$ cat src/rtl/md5_round_ctl_pkg.sv
// ---------------------------------------------------------------------------
// md5_round_ctl_pkg
// Shared constants and types for the MD5 round sequencer.
//   WORD_COUNT  : message words per 512-bit block (16)
//   ROUND_COUNT : MD5 rounds per block (64)
//   LAST_WORD   : load counter value of the final word of a block
//   LAST_ROUND  : round index of the final round
//   state_t     : sequencer state encoding (LOAD = 0, RUN = 1, DONE = 2)
// ---------------------------------------------------------------------------
package md5_round_ctl_pkg;

    localparam int WORD_COUNT  = 16;
    localparam int ROUND_COUNT = 64;

    localparam logic [3:0] LAST_WORD  = 4'(WORD_COUNT - 1);
    localparam logic [5:0] LAST_ROUND = 6'(ROUND_COUNT - 1);

    typedef enum logic [1:0] {
        ST_LOAD = 2'd0,
        ST_RUN  = 2'd1,
        ST_DONE = 2'd2
    } state_t;

endpackage

$ cat src/rtl/md5_round_ctl_if.sv
// ---------------------------------------------------------------------------
// md5_round_ctl_if
// Bundles the message-word stream, the abort control and the round-datapath
// handshake of the MD5 round sequencer.
//   clear_i   : synchronous abort of any partial or in-flight block
//   wvalid_i  : message word valid
//   wdata_i   : message word (word 0 first, little-endian word order)
//   wready_o  : sequencer can accept a word
//   stall_i   : datapath back-pressure, holds the current round
//   step_o    : datapath performs round round_o this cycle
//   round_o   : current round index 0..63
//   m_o       : message word for round_o
//   first_o   : round 0 in progress
//   last_o    : round 63 in progress
//   done_o    : one-cycle pulse after the final round
//   busy_o    : running or finishing a block
// modport slave is the sequencer; modport master is the source/datapath side.
// ---------------------------------------------------------------------------
interface md5_round_ctl_if;

    logic        clear_i;
    logic        wvalid_i;
    logic [31:0] wdata_i;
    logic        wready_o;
    logic        stall_i;
    logic        step_o;
    logic [5:0]  round_o;
    logic [31:0] m_o;
    logic        first_o;
    logic        last_o;
    logic        done_o;
    logic        busy_o;

    modport slave (
        input  clear_i,
        input  wvalid_i,
        input  wdata_i,
        input  stall_i,
        output wready_o,
        output step_o,
        output round_o,
        output m_o,
        output first_o,
        output last_o,
        output done_o,
        output busy_o
    );

    modport master (
        output clear_i,
        output wvalid_i,
        output wdata_i,
        output stall_i,
        input  wready_o,
        input  step_o,
        input  round_o,
        input  m_o,
        input  first_o,
        input  last_o,
        input  done_o,
        input  busy_o
    );

endinterface

$ cat src/rtl/md5_round_ctl_ilut.sv
// ---------------------------------------------------------------------------
// md5_round_ctl_ilut
// MD5 message-index permutation: maps a round index to the buffer word used
// in that round.
//   round : round index 0..63
//   index : message word index 0..15
// Rounds 0-15 use i, 16-31 use (5i+1) mod 16, 32-47 use (3i+5) mod 16 and
// 48-63 use 7i mod 16. Because 16 divides every multiple of 16, only the low
// four bits of the round take part in the arithmetic, and the 4-bit result
// wraps modulo 16 by itself.
// ---------------------------------------------------------------------------
module md5_round_ctl_ilut (
    input  logic [5:0] round,
    output logic [3:0] index
);

    logic [3:0] low;

    assign low = round[3:0];

    always_comb begin
        index = low;
        unique case (round[5:4])
            2'd0: index = low;
            2'd1: index = 4'(low * 4'd5 + 4'd1);
            2'd2: index = 4'(low * 4'd3 + 4'd5);
            2'd3: index = 4'(low * 4'd7);
            default: index = low;
        endcase
    end

endmodule

$ cat src/rtl/md5_round_ctl.sv
// ---------------------------------------------------------------------------
// md5_round_ctl
// Round sequencer for the MD5 core. Buffers sixteen 32-bit message words,
// then walks the datapath through rounds 0..63 presenting the round index and
// the permuted message word, and pulses done_o when the block is complete.
// Ports:
//   clk_i : core clock, rising edge
//   rst_i : asynchronous active-high reset
//   bus   : md5_round_ctl_if.slave (word stream, abort, round handshake)
// Every output except step_o is decoded from registered state; step_o also
// depends on stall_i so a stalled round is never reported as performed.
// ---------------------------------------------------------------------------
module md5_round_ctl
    import md5_round_ctl_pkg::*;
(
    input  logic            clk_i,
    input  logic            rst_i,
    md5_round_ctl_if.slave  bus
);

    state_t      state_reg;
    state_t      state_next;
    logic [3:0]  wcnt_reg;
    logic [3:0]  wcnt_next;
    logic [5:0]  round_reg;
    logic [5:0]  round_next;

    logic        accept;
    logic [3:0]  msg_idx;
    logic [31:0] msg_buf [WORD_COUNT];

    // A word is taken only in LOAD; an abort in the same cycle drops it.
    assign accept = (state_reg == ST_LOAD) && bus.wvalid_i && !bus.clear_i;

    // Single message buffer. Contents are never reset: each word is always
    // rewritten before the rounds that read it.
    generate
        for (genvar gi = 0; gi < WORD_COUNT; gi++) begin : g_word
            always_ff @(posedge clk_i) begin
                if (accept && (wcnt_reg == 4'(gi))) begin
                    msg_buf[gi] <= bus.wdata_i;
                end
            end
        end
    endgenerate

    // State and counter registers
    always_ff @(posedge clk_i or posedge rst_i) begin
        if (rst_i) begin
            state_reg <= ST_LOAD;
            wcnt_reg  <= 4'd0;
            round_reg <= 6'd0;
        end else begin
            state_reg <= state_next;
            wcnt_reg  <= wcnt_next;
            round_reg <= round_next;
        end
    end

    // Next-state logic. The counters never rely on natural wrap-around; the
    // last word and last round are detected explicitly.
    always_comb begin
        state_next = state_reg;
        wcnt_next  = wcnt_reg;
        round_next = round_reg;

        if (bus.clear_i) begin
            state_next = ST_LOAD;
            wcnt_next  = 4'd0;
            round_next = 6'd0;
        end else begin
            unique case (state_reg)
                ST_LOAD: begin
                    if (bus.wvalid_i) begin
                        if (wcnt_reg == LAST_WORD) begin
                            wcnt_next  = 4'd0;
                            round_next = 6'd0;
                            state_next = ST_RUN;
                        end else begin
                            wcnt_next = wcnt_reg + 4'd1;
                        end
                    end
                end
                ST_RUN: begin
                    if (!bus.stall_i) begin
                        if (round_reg == LAST_ROUND) begin
                            state_next = ST_DONE;
                        end else begin
                            round_next = round_reg + 6'd1;
                        end
                    end
                end
                ST_DONE: begin
                    // Completion pulse lasts exactly one cycle; stall is ignored.
                    state_next = ST_LOAD;
                    round_next = 6'd0;
                end
                default: begin
                    state_next = ST_LOAD;
                    wcnt_next  = 4'd0;
                    round_next = 6'd0;
                end
            endcase
        end
    end

    md5_round_ctl_ilut u_ilut (
        .round (round_reg),
        .index (msg_idx)
    );

    // Output decode
    assign bus.wready_o = (state_reg == ST_LOAD);
    assign bus.step_o   = (state_reg == ST_RUN) && !bus.stall_i;
    assign bus.round_o  = round_reg;
    assign bus.m_o      = msg_buf[msg_idx];
    assign bus.first_o  = (state_reg == ST_RUN) && (round_reg == 6'd0);
    assign bus.last_o   = (state_reg == ST_RUN) && (round_reg == LAST_ROUND);
    assign bus.done_o   = (state_reg == ST_DONE);
    assign bus.busy_o   = (state_reg == ST_RUN) || (state_reg == ST_DONE);

endmodule

$ cat src/flat_wrapper.sv
// flat-port wrapper written by rule: the top's interface ports become plain ports
module md5_round_ctl_flat import md5_round_ctl_pkg::*;
  (clk_i, rst_i, bus_clear_i, bus_wvalid_i, bus_wdata_i, bus_stall_i, bus_wready_o, bus_step_o, bus_round_o, bus_m_o, bus_first_o, bus_last_o, bus_done_o, bus_busy_o);
  md5_round_ctl_if bus_i ();
  input  logic clk_i;
  input  logic rst_i;
  input wire logic [$bits(bus_i.clear_i)-1:0] bus_clear_i;
  input wire logic [$bits(bus_i.wvalid_i)-1:0] bus_wvalid_i;
  input wire logic [$bits(bus_i.wdata_i)-1:0] bus_wdata_i;
  input wire logic [$bits(bus_i.stall_i)-1:0] bus_stall_i;
  output wire logic [$bits(bus_i.wready_o)-1:0] bus_wready_o;
  output wire logic [$bits(bus_i.step_o)-1:0] bus_step_o;
  output wire logic [$bits(bus_i.round_o)-1:0] bus_round_o;
  output wire logic [$bits(bus_i.m_o)-1:0] bus_m_o;
  output wire logic [$bits(bus_i.first_o)-1:0] bus_first_o;
  output wire logic [$bits(bus_i.last_o)-1:0] bus_last_o;
  output wire logic [$bits(bus_i.done_o)-1:0] bus_done_o;
  output wire logic [$bits(bus_i.busy_o)-1:0] bus_busy_o;
  assign bus_i.clear_i = bus_clear_i;
  assign bus_i.wvalid_i = bus_wvalid_i;
  assign bus_i.wdata_i = bus_wdata_i;
  assign bus_i.stall_i = bus_stall_i;
  assign bus_wready_o = bus_i.wready_o;
  assign bus_step_o = bus_i.step_o;
  assign bus_round_o = bus_i.round_o;
  assign bus_m_o = bus_i.m_o;
  assign bus_first_o = bus_i.first_o;
  assign bus_last_o = bus_i.last_o;
  assign bus_done_o = bus_i.done_o;
  assign bus_busy_o = bus_i.busy_o;
  md5_round_ctl u_core (.clk_i(clk_i), .rst_i(rst_i), .bus(bus_i));
endmodule
$ cat config.mk
export PLATFORM = sky130hd
export DESIGN_NAME = md5_round_ctl_flat
export DESIGN_NICKNAME = d
export VERILOG_FILES = /design/src/rtl/md5_round_ctl_pkg.sv /design/src/rtl/md5_round_ctl_if.sv /design/src/rtl/md5_round_ctl_ilut.sv /design/src/rtl/md5_round_ctl.sv /design/src/flat_wrapper.sv
export SDC_FILE = /design/constraint.sdc
export NUM_CORES = 1
export LEC_CHECK = 0
export ABC_CLOCK_PERIOD_IN_PS = 7560
export CORE_MARGIN = 3
export CORE_UTILIZATION = 30
export CTS_CLUSTER_DIAMETER = 80
export DETAILED_ROUTE_END_ITERATION = 10
export SLEW_MARGIN = 20
export SYNTH_ARGS = -nofsm -noshare
export SYNTH_HDL_FRONTEND = slang
export SYNTH_SLANG_ARGS = --single-unit
$ cat constraint.sdc
create_clock -name clk_i -period 7.56 [get_ports clk_i]
set_input_delay 1.512 -clock clk_i [delete_from_list [all_inputs] [get_ports clk_i]]
set_output_delay 1.512 -clock clk_i [all_outputs]
set_load 0.01 [all_outputs]
Word-level counts from Yosys, hierarchy flattened
Memories as Yosys holds them, arrays and structs flattened.
Cells that the tools add are included.
{"block": "word_totals", "register_bits": 12, "input_bits": 37, "memories": 1, "ram_bits": 512, "latchBits": 0, "rom_bits": 0}
{"name": "u_core.msg_buf", "words": 16, "width": 32, "rd": 1, "rd_ports_with_merged_regs": 0, "write_ports": 1, "line_no": "md5_round_ctl.sv:30", "source": "logic [31:0] msg_buf [WORD_COUNT];"}
{"block": "classes", "n_eq_ne": 27, "n_bitwise": 0, "reduce_logical": 47, "shift": 0, "addsub": 4, "n_lt_le_gt_ge": 0, "div": 0, "n_mul": 3, "n_mux": 94}
{"operator": "2-to-1 mux 32 bit", "count": 15}
{"operator": "OR reduction 32 bit", "count": 15}
{"operator": "2-to-1 mux 4 bit", "count": 18}
{"operator": "2-to-1 mux 1 bit", "count": 47}
{"operator": "== test 4 bit, second input constant", "count": 8}
{"operator": "2-to-1 mux 6 bit", "count": 5}
{"operator": "logical AND 1 bit", "count": 21}
{"operator": "== test 4 x 3 -> 1 bit, second input constant", "count": 4}
{"operator": "one-hot mux 4 bit (4 select lines)", "count": 1}
{"operator": "one-hot mux 6 bit (2 select lines)", "count": 1}
{"operator": "2-to-1 mux 2 bit", "count": 5}
{"operator": "!= test 3 bit, second input constant", "count": 3}
{"operator": "adder 4 x 1 -> 4 bit, second input constant", "count": 2}
{"operator": "== test 4 x 2 -> 1 bit, second input constant", "count": 2}
{"operator": "multiplier 4 x 3 -> 4 bit, second input constant", "count": 2}
{"operator": "one-hot mux 4 bit (2 select lines)", "count": 1}
{"operator": "AND reduction 4 bit", "count": 2}
{"operator": "adder 6 x 1 -> 6 bit, second input constant", "count": 1}
{"operator": "== test 2 bit, second input constant", "count": 3}
{"operator": "== test 6 bit, second input constant", "count": 1}
{"operator": "zero test 6 bit", "count": 1}
{"operator": "!= test 3 x 2 -> 1 bit, second input constant", "count": 2}
{"operator": "adder 4 x 3 -> 4 bit, second input constant", "count": 1}
{"operator": "== test 2 x 1 -> 1 bit, second input constant", "count": 2}
{"operator": "other kinds (10)", "count": 12}

Longest topological paths before layout
Gate-level depths: netlist of the first run.
{"block": "logic_depth", "word_depth": 22, "mapped_depth": 14}

Modules after synthesis
A second synthesis of the first run with hierarchy kept.
{"block": "unflattened", "hier_cells": 934, "area_unflattened_um2": 20324.5}
{"module": "md5_round_ctl", "instances": 1, "cells_each": 897, "area_per_inst_um2": 19991.7}
{"module": "md5_round_ctl_ilut", "instances": 1, "cells_each": 37, "area_per_inst_um2": 332.8}

Worst setup path before layout of the first run
OpenSTA, ideal clock, no wires.
{"block": "synth_path", "path_type": "input -> register", "from": "input bus_clear_i", "to": "memory u_core.msg_buf[3][0], enable pin", "t_required_ns": 7.099, "path_stages": 4, "path_buffers": 0, "arrival_ns": 4.114, "path_slack_ns": 2.985, "path_cell_list": "inv_1 and3_1 nand2_1 nor3_1"}
{"block": "synth_between", "elab_chain_len": 21}
{"item": "from (decl)", "line_no": "flat_wrapper.sv:7", "source": "input wire logic [$bits(bus_i.clear_i)-1:0] bus_clear_i;"}
{"item": "zero test 1 bit *", "line_no": "md5_round_ctl.sv:33", "source": "assign accept = (state_reg == ST_LOAD) && bus.wvalid_i && !bus.clear_i;"}
{"item": "logical AND 1 bit *", "line_no": "md5_round_ctl.sv:33"}
{"item": "logical AND 1 bit", "line_no": "md5_round_ctl.sv:40", "source": "if (accept && (wcnt_reg == 4'(gi))) begin"}
{"item": "2-to-1 mux 1 bit", "line_no": "md5_round_ctl.sv:40"}
{"item": "2-to-1 mux 1 bit (not written as such)", "line_no": "md5_round_ctl.sv:41", "source": "msg_buf[gi] <= bus.wdata_i;"}
{"item": "OR reduction 32 bit (no line)"}
{"item": "2-to-1 mux 4 bit (no line) or 2-to-1 mux 1 bit (tied branches) (15 in a row)"}
{"item": "to (decl)", "line_no": "md5_round_ctl.sv:30"}
Mark *: on every way between the ends. The rest lies on a longest branch, timed or not.

Final worst setup path of the first run
{"block": "layout_path", "from": "register u_core.round_reg[1] (netlist: u_core.bus.round_o[1])", "to": "output bus_m_o[28]"}
{"block": "layout_between", "elab_chain_len": 4}
{"item": "from (decl)", "line_no": "md5_round_ctl.sv:25", "source": "logic [5:0] round_reg;"}
{"item": "from (signal assigned)", "line_no": "md5_round_ctl.sv:56", "source": "round_reg <= round_next;"}
{"item": "multiplier 4 x 2 -> 4 bit or multiplier 4 x 3 -> 4 bit (tied branches)", "line_no": "md5_round_ctl_ilut.sv:26, md5_round_ctl_ilut.sv:25"}
{"item": "adder 4 x 3 -> 4 bit or adder 4 x 1 -> 4 bit (tied branches)", "line_no": "md5_round_ctl_ilut.sv:26, md5_round_ctl_ilut.sv:25"}
{"item": "one-hot mux 4 bit (4 select lines) *", "line_no": "md5_round_ctl_ilut.sv:23", "source": "unique case (round[5:4])"}
{"item": "memory read (16 x 32 bit) *"}
{"item": "to (decl)", "line_no": "flat_wrapper.sv:14", "source": "output wire logic [$bits(bus_i.m_o)-1:0] bus_m_o;"}
Marks and branches as above.

==> out/metrics.yaml, run 1 <==
clocking:
  numCtsBuffers: 51
  clockBufferDepth: 3
  h-tree-depth: 2
  post_cts_resized: 0
  clkSinkCount: 524
  clk_latency_ps: 590
  post-cts-setup-buffer-count: 0
  root_buffer: "clkbuf_16"
  holdBufCountCts: 0
  cts.clk_slew.worst_paths_ps: 60
  cts_tree: "yes"
yosys:
  avgSynthCellArea_um2: 13.9
  synthTopCellsByCount: "edfxtp_1, nor2_1, o21ai_0"
  ys_top_cells_by_area: "edfxtp_1, nor2_1, o21ai_0, mux2i_1, nand4_1"
  yosys_register_bits: 524
  async_flop_share: 0.0229
  synthesis.nets: 1576
  synth_top_area_share: 0.729
  synth_largest_area_cell: "edfxtp_1"
  synthCells: 1519
  synth_top_flop_cell: "edfxtp_1"
  synth_edf_count: 512
  synth.distinct_cells: 49
  yosys.cell_count.top_type: "edfxtp_1"
  yosysWarningCount: 0
  synth_seq_area_share: 0.743
  syn_area_um2: 21100
critical_path:
  path_common_cell: "inv_1"
  end_kind: "output port"
  path_max_fanout: 45
  slowest_stage: "mux4_4"
  required_ps: 6050
  path_class: "register to output port"
  start_kind: "register"
  cpPeakStageDelay_ps: 920
  worstPathCellList: "inv_1 -> ha_1 -> fa_1 -> inv_1 -> mux4_4 -> buf_4 -> mux2i_1 -> a22oi_1 -> nand4_1 -> o21ai_1 -> clkdlybuf4s50_1"
  worstPathArrival_ps: 4950
power_and_ir_drop:
  power.leakage_nw: 7.72
  power_density_nw_per_um2: 267
  peakVddDrop_v: 0.000157
  finalPower_mw: 6.55
routing:
  wl_met3_um: 2660
  routed.top_layer: "met5"
  ant_nets: 0
  vias: 12300
  wl_per_cell_um: 19.6
  vias_per_cell: 4.80
  drc: 0
  met1_length_um: 22100
  first_iter_violations: 1043
  dr.pass1.iters: 5
  route.met2.wl_um: 24600
  wl_um: 50300
finish:
  largest_reg_flops: 512
  fin_cells: 2567
  drive_above_1_share: 0.0862
  register_area_um2: 15700
  multi_input_area_um2: 5030
  fin_area_um2: 24500
  nets: 1655
  fin_util: 0.355
  fill_cells: 6655
  syn2layout_area_growth_pct: 16.3
placed_design:
  place_congestion: 0.731
  place_inst: 2476
  port_buffers: 80
  dp_hpwl_um: 27400
  pre_cts_slack_ps: 1710
  placed_area_um2: 23000
floorplan:
  initial_core_util: 0.305
  rows: 96
  io_pins: 81
  coreArea_um2: 69200
  die_h_um: 271
  dieArea_um2: 73600
  die-width_um: 271
outcome:
  status: "finished clean"
sta:
  fin_crit_sh: 0.855
  finalCriticalPeriod_ps: 6470
  fin_ws_ps: 1090
  tightest_slew_ps: 1130
  setup_viol_count_final: 0
  fin_hold_ws_ps: 540
  fmax_ghz: 0.155
  finalSetupTns_ps: 0
  report.final.slew_viol_count: 0
  hold_violations: 0
  rsz0062_at_grt: "no"
  slew_headroom: 0.247
  clock_skew_ps: 22.5
global_routing:
  antenna_found_initial: 3
  grt.overflow.total: 0
  track_usage: 0.134
  grt_pass1_vias: 12200
  grt_pass1_wl_um: 75800
  grt_max_degree: 73
flow_run:
  drv_cap: 0
worst_hold_path:
  hp-class: "register to register"
## cell type report
cell class              instances  share of cell area
inverters                      18             0.00275
repair buffers                113              0.0443
flip-flops and latches        524               0.639
well taps                     931              0.0475
clock buffers                  69              0.0565
clock inverters                21             0.00484
multi-input cells             890               0.205
diodes                          1            0.000102
## where the power goes
part / total (mW) / internal, mW / leakage (nW) / switching [mW]
clock: 2.33 / 1.28 / 0.731 / 1.04
combinational: 0.945 / 0.371 / 2.21 / 0.575
sequential: 3.28 / 3.25 / 4.77 / 0.0271
## cells by family after synthesis
kind of cell	synth area share
buf+inv	0.0263
flops	0.743
fa+ha+maj	0.0126
simple gates	0.100
mux	0.0366
xor+xnor	0.00320
compound gates	0.0781
## placed cells by master (no fill, tap or decap), types with 12 or more instances in the layout
master,count
nand4_1,61
clkbuf_16,53
o21ai_1,13
clkinv_1,12
o21ai_0,196
nor2_4,12
mux2i_1,70
clkdlybuf4s50_1,80
clkbuf_1,16
a22oi_1,31
buf_4,30
nor2_1,387
edfxtp_1,512
nand2_1,15
inv_1,18
o21ai_2,17
ha_1,18
dfrtp_1,12
## worst max-delay path, delay by kind of cell, from the launching register on
kind                       cells  cell delay, ps
AOI/OAI and AO/OA              2             370
adders and majority gates      2             930
buffers and inverters          4            1260
DFF                            1             520
muxes                          2            1100
and+or+nand+nor                1             120
## layer usage
layer | GRT usage | up-vias
met2 | 0.228 | 330
li1 | - | 5772
met3 | 0.0263 | 64
met4 | 0.0318 | 2
met1 | 0.177 | 6166
met5 | 0 | -
## worst paths after layout
check	to	cells after the start	startpoint	slack, ps
max	bus_m_o[28]	11	u_core.bus.round_o[1]	1090
min	u_core.state_reg[0]	1	u_core.state_reg[0]	540
max reg2reg	u_core.msg_buf[7][0]	6	u_core.state_reg[0]	4750
min reg2reg	u_core.state_reg[0]	1	u_core.state_reg[0]	540
max in group asynchronous	u_core.wcnt_reg[0]	2	rst_i	5950
min in group asynchronous	u_core.bus.round_o[3]	2	rst_i	1260
(Power assumes the default switching activity.)
==> run 2, diff against run 1 <==
==> constraint.sdc (replaced) <==
create_clock -name clk_i -period 7.56 [get_ports clk_i]
set_input_delay 1.512 -clock clk_i [delete_from_list [all_inputs] [get_ports clk_i]]
set_output_delay 1.512 -clock clk_i [all_outputs]
set_load 0.005 [all_outputs]
==> run 2 against run 1 <==
Largest power group unchanged. Fmax down 3.0%. Critical path depth unchanged. First-iteration DRC count down 13%. Sequential share of layout area down 0.34 points. Clock power up 7%.
==> out/metrics.yaml, run 2 (synthesized netlist as in run 1, its figures left out) <==
placed_design:
  placed_area_um2: 23000  # about the same
  pre_cts_slack_ps: 1430  # -281 ps
  place_congestion: 0.729  # -0.27%
  port_buffers: 80  # unchanged
  dp_hpwl_um: 25600  # -6.6%
sta:
  report.final.slew_viol_count: 0  # unchanged
  hold_violations: 0  # unchanged
  fmax_ghz: 0.150  # -3.0%
  fin_ws_ps: 891  # -202 ps
  tightest_slew_ps: 1030  # -98.4 ps
  finalCriticalPeriod_ps: 6670  # +202 ps
  slew_headroom: 0.312  # +0.0656
  setup_viol_count_final: 0  # unchanged
  fin_crit_sh: 0.882  # +0.0267
  clock_skew_ps: 12.8  # -9.76 ps
  rsz0062_at_grt: "no"
  finalSetupTns_ps: 0  # unchanged
global_routing:
  grt_pass1_vias: 12200  # -0.065%
  grt.overflow.total: 0  # unchanged
  grt_max_degree: 76  # +4.1%
  track_usage: 0.133  # -0.000702
  antenna_found_initial: 3  # unchanged
  grt_pass1_wl_um: 75500  # -0.36%
clocking:
  numCtsBuffers: 48  # -5.9%
  h-tree-depth: 2  # unchanged
  cts_tree: "yes"
  cts.clk_slew.worst_paths_ps: 60  # about the same
  clockBufferDepth: 3  # unchanged
  clk_latency_ps: 570  # -20 ps
  post-cts-setup-buffer-count: 0  # unchanged
  holdBufCountCts: 0  # unchanged
  post_cts_resized: 0  # unchanged
  clkSinkCount: 524  # unchanged
  root_buffer: "clkbuf_16"
floorplan:
  die-width_um: 271  # unchanged
  coreArea_um2: 69200  # unchanged
  dieArea_um2: 73600  # unchanged
  rows: 96  # unchanged
  initial_core_util: 0.305  # unchanged
  io_pins: 81  # unchanged
  die_h_um: 271  # unchanged
critical_path:
  path_class: "register to output port"
  worstPathArrival_ps: 5160  # +210 ps
  end_kind: "output port"
  cpPeakStageDelay_ps: 990  # +70 ps
  path_common_cell: "inv_1"
  slowest_stage: "mux4_4"
  required_ps: 6050  # about the same
  worstPathCellList: "inv_1 -> ha_1 -> fa_1 -> inv_1 -> mux4_4 -> buf_4 -> nor2_1 -> o21ai_0 -> nand4_1 -> o21ai_1 -> clkdlybuf4s50_1"
  path_max_fanout: 75  # +67%
  crit_buf_inv: 4  # unchanged
  start_kind: "register"
  path_delay_family: "buffers and inverters"
routing:
  vias_per_cell: 4.83  # +0.50%
  ant_nets: 0  # unchanged
  wl_per_cell_um: 19.7  # +0.23%
  wl_um: 50400  # +0.15%
  first_iter_violations: 911  # -13%
  vias: 12400  # +0.42%
  drc: 0  # unchanged
  dr.pass1.iters: 5  # unchanged
outcome:
  status: "finished clean"
worst_hold_path:
  hp-class: "register to register"
finish:
  final_common_cell: "edfxtp_1"
  largest_reg_flops: 512  # unchanged
  drive_above_1_share: 0.0919  # +0.00562
  fin_area_um2: 24700  # +0.54%
  nets: 1650  # -0.30%
  syn2layout_area_growth_pct: 16.9
  final_cell_mix: "edfxtp_1, nor2_1, o21ai_0"
flow_run:
  drv_cap: 0  # unchanged
power_and_ir_drop:
  peakVddDrop_v: 0.000184  # +17%
  power_density_nw_per_um2: 272  # +1.7%
  power.leakage_nw: 7.77  # +0.73%
run 2: cell count changes in the layout (fill, tap and decap cells not counted):
cell	previous run	this run
clkinv_4	0	1
clkinvlp_4	1	5
clkinv_2	6	9
buf_4	30	27
clkbuf_1	16	8
clkbuf_16	53	50
inv_16	1	0
bufinv_16	0	7
clkinv_1	12	9
buf_16	0	1
run 2: final timing paths:
check                      slack, ps                   from  depth (start not counted)                     to
min in group asynchronous       1270                  rst_i                          2     u_core.wcnt_reg[3]
setup / recovery                 890  u_core.bus.round_o[1]                         11             bus_m_o[5]
setup reg to reg                5130    u_core.state_reg[0]                          6  u_core.msg_buf[2][23]
hold reg to reg                  550    u_core.state_reg[0]                          1    u_core.state_reg[0]
hold / removal                   550    u_core.state_reg[0]                          1    u_core.state_reg[0]
max in group asynchronous       5950                  rst_i                          2  u_core.bus.round_o[1]
run 2: final cells by class:
cell class / count / area (um^2)
Clock inverter: 32 / 352
Sequential cell: 524 / 15700
Inverter: 18 / 67.6
Fill cell: 6650 / 44500
Multi-Input combinational cell: 890 / 5030
Timing Repair Buffer: 111 / 1090
Antenna cell: 1 / 2.50
Clock buffer: 58 / 1280
Tap cell: 931 / 1160
run 2: power breakdown:
group | switching, mW | total (mW) | internal, mW
Combinational | 0.549 | 0.927 | 0.378
Sequential | 0.0275 | 3.28 | 3.25
Clock | 1.04 | 2.49 | 1.45
Total | 1.62 | 6.70 | 5.08
run 2: routing by layer:
metal	vias to the layer above	wire length, um	global-route usage
li1	5778	-	-
met1	6242	21600	0.173
met2	294	25200	0.232
met3	68	2530	0.0208
met4	4	984	0.0356
met5	-	31	0
run 2: through the flow:
stage	power (mW)	util	std cells	hold slack, ps
2_1_floorplan	3.78	-	1519	494
3_3_place_gp	4.26	0.333	2473	512
3_5_place_dp	4.29	0.333	2474	541
4_1_cts	6.79	0.357	2564	555
5_1_grt	6.97	0.357	2565	582
6_report	6.70	0.357	2565	547
==> run 3, diff against run 2 <==
--- a/config.mk
+++ b/config.mk
@@ -10,6 +10,7 @@
 export CORE_UTILIZATION = 30
 export CTS_CLUSTER_DIAMETER = 80
 export DETAILED_ROUTE_END_ITERATION = 10
+export DONT_BUFFER_PORTS = 1
 export SLEW_MARGIN = 20
 export SYNTH_ARGS = -nofsm -noshare
 export SYNTH_HDL_FRONTEND = slang
==> run 3 against run 2 <==
Non-clock buffer count down 84. Routed wire length is 2.3% higher. Global-route usage up 0.39 points. Register-to-register slack lost 460 ps. Cell count down 3.3%. Setup slack improved by 570 ps. Core utilization down 1.2 points. Count of clock-buffer cells in the layout up 4. Sequential share of layout area grew 2.2 points. Power is 2.6% lower. Hold slack worse by 12 ps.
==> out/metrics.yaml, run 3 (synthesized netlist as in run 1, its figures left out) <==
finish:
  fill_cells: 6708  # +0.87%
  final_common_cell: "edfxtp_1"
  multi_input_area_um2: 5030  # unchanged
  drive_above_1_share: 0.0935  # +0.00169
  nets: 1569  # -4.9%
  register_area_um2: 15700  # unchanged
  syn2layout_area_growth_pct: 13.0
  largest_reg_flops: 512  # unchanged
  final_cell_mix: "edfxtp_1, nor2_1, o21ai_0"
  n_antenna_cell: 0  # -1
clocking:
  clk_latency_ps: 570  # about the same
  root_buffer: "clkbuf_16"
  clkSinkCount: 524  # unchanged
  post-cts-setup-buffer-count: 0  # unchanged
  numCtsBuffers: 51  # +6.3%
  cts.clk_slew.worst_paths_ps: 60  # about the same
  post_cts_resized: 0  # unchanged
  holdBufCountCts: 0  # unchanged
  clockBufferDepth: 3  # unchanged
  h-tree-depth: 2  # unchanged
  cts_tree: "yes"
sta:
  clock_skew_ps: 14.5  # +1.71 ps
  fin_crit_sh: 0.806  # -0.0757
  finalSetupTns_ps: 0  # unchanged
  hold_violations: 0  # unchanged
  tightest_slew_ps: 989  # -42.2 ps
  report.final.slew_viol_count: 0  # unchanged
  finalCriticalPeriod_ps: 6100  # -573 ps
  setup_viol_count_final: 0  # unchanged
  fmax_ghz: 0.164  # +9.4%
  slew_headroom: 0.341  # +0.0282
  rsz0062_at_grt: "no"
critical_path:
  crit_buf_inv: 3  # -1
  end_kind: "output port"
  cpPeakStageDelay_ps: 750  # -240 ps
  worstPathArrival_ps: 4580  # -580 ps
  r2r_cells: 6  # unchanged
  path_common_cell: "inv_1"
  slowest_stage: "buf_4"
  path_delay_family: "buffers and inverters"
  worstPathCellList: "inv_1 -> ha_1 -> fa_1 -> inv_1 -> mux4_4 -> buf_4 -> mux2i_1 -> a22oi_1 -> nand4_1 -> o21ai_1"
  required_ps: 6050  # about the same
  start_kind: "register"
  cp.depth: 10  # -1
  path_class: "register to output port"
  path_max_fanout: 64  # -15%
floorplan:
  coreArea_um2: 69200  # unchanged
  dieArea_um2: 73600  # unchanged
  die-width_um: 271  # unchanged
  initial_core_util: 0.305  # unchanged
  rows: 96  # unchanged
  die_h_um: 271  # unchanged
  io_pins: 81  # unchanged
global_routing:
  grt.overflow.total: 0  # unchanged
  grt_pass1_vias: 12000  # -1.5%
  track_usage: 0.137  # +0.00387
  grt_pass1_wl_um: 77100  # +2.1%
  antenna_found_initial: 0  # -3
  grt_max_degree: 101  # +33%
power_and_ir_drop:
  finalPower_mw: 6.53  # -2.6%
  power.leakage_nw: 7.46  # -4.0%
  peakVddDrop_v: 0.000162  # -12%
  power_density_nw_per_um2: 274  # +0.77%
placed_design:
  port_buffers: 0  # -100%
  place_congestion: 0.739  # +1.4%
  dp_hpwl_um: 26100  # +2.0%
outcome:
  status: "finished clean"
worst_hold_path:
  min_path_cells: 1  # unchanged
  hp-class: "register to register"
routing:
  vias: 12200  # -1.7%
  wl_per_cell_um: 20.8  # +5.8%
  dr.pass1.iters: 5  # unchanged
  vias_per_cell: 4.91  # +1.6%
  wl_um: 51600  # +2.3%
  first_iter_violations: 811  # -11%
  ant_nets: 0  # unchanged
  drc: 0  # unchanged
flow_run:
  drv_cap: 0  # unchanged
run 3: cell count changes in the layout (fill, tap and decap cells not counted), sizes merged:
cell and change:
inv +2, clkinvlp -4, clkdlybuf4s50 -80, clkbuf +4
buf -4, clkinv -1, diode -1
run 3: through the flow:
stage	utilization	setup slack, ps	instances	area [um^2]	hold slack (ps)
floorplan	-	2990	1519	21100	494
global placement	0.320	2110	2390	22200	513
detailed placement	0.320	2000	2390	22200	530
CTS	0.345	1380	2481	23800	543
global route	0.345	1150	2481	23800	574
finish	0.345	1460	2481	23800	535
run 3: area by class of cell:
type | count | share of cell area
clock buffers | 62 | 0.0562
clock inverters | 29 | 0.0140
inverters | 18 | 0.00283
multi-input cells | 890 | 0.211
flip-flops and latches | 524 | 0.657
well taps | 931 | 0.0489
repair buffers | 27 | 0.00955
run 3: path summary, 6_finish.rpt:
| check | from | endpoint | slack [ps] |
|---|---|---|---|
| min | u_core.state_reg[0] | u_core.state_reg[0] | 540 |
| max in group asynchronous | rst_i | u_core.state_reg[0] | 6360 |
| max reg2reg | u_core.state_reg[0] | u_core.msg_buf[8][18] | 4670 |
| min reg2reg | u_core.state_reg[0] | u_core.state_reg[0] | 540 |
| max | u_core.bus.round_o[1] | bus_m_o[5] | 1460 |
| min in group asynchronous | rst_i | u_core.wcnt_reg[3] | 860 |
run 3: where the power goes:
group / total (mW) / internal (mW) / switching, mW
clock network: 2.55 / 1.50 / 1.05
registers: 3.28 / 3.25 / 0.0273
logic: 0.700 / 0.205 / 0.495
total: 6.53 / 4.96 / 1.57
run 3: routing by layer:
| metal | wire, um | global-route usage | vias to the layer above |
|---|---|---|---|
| li1 | - | - | 5608 |
| met1 | 22200 | 0.178 | 6170 |
| met2 | 25500 | 0.238 | 338 |
| met3 | 3040 | 0.0260 | 62 |
| met4 | 839 | 0.0318 | 0 |
| met5 | 0 | 0 | - |
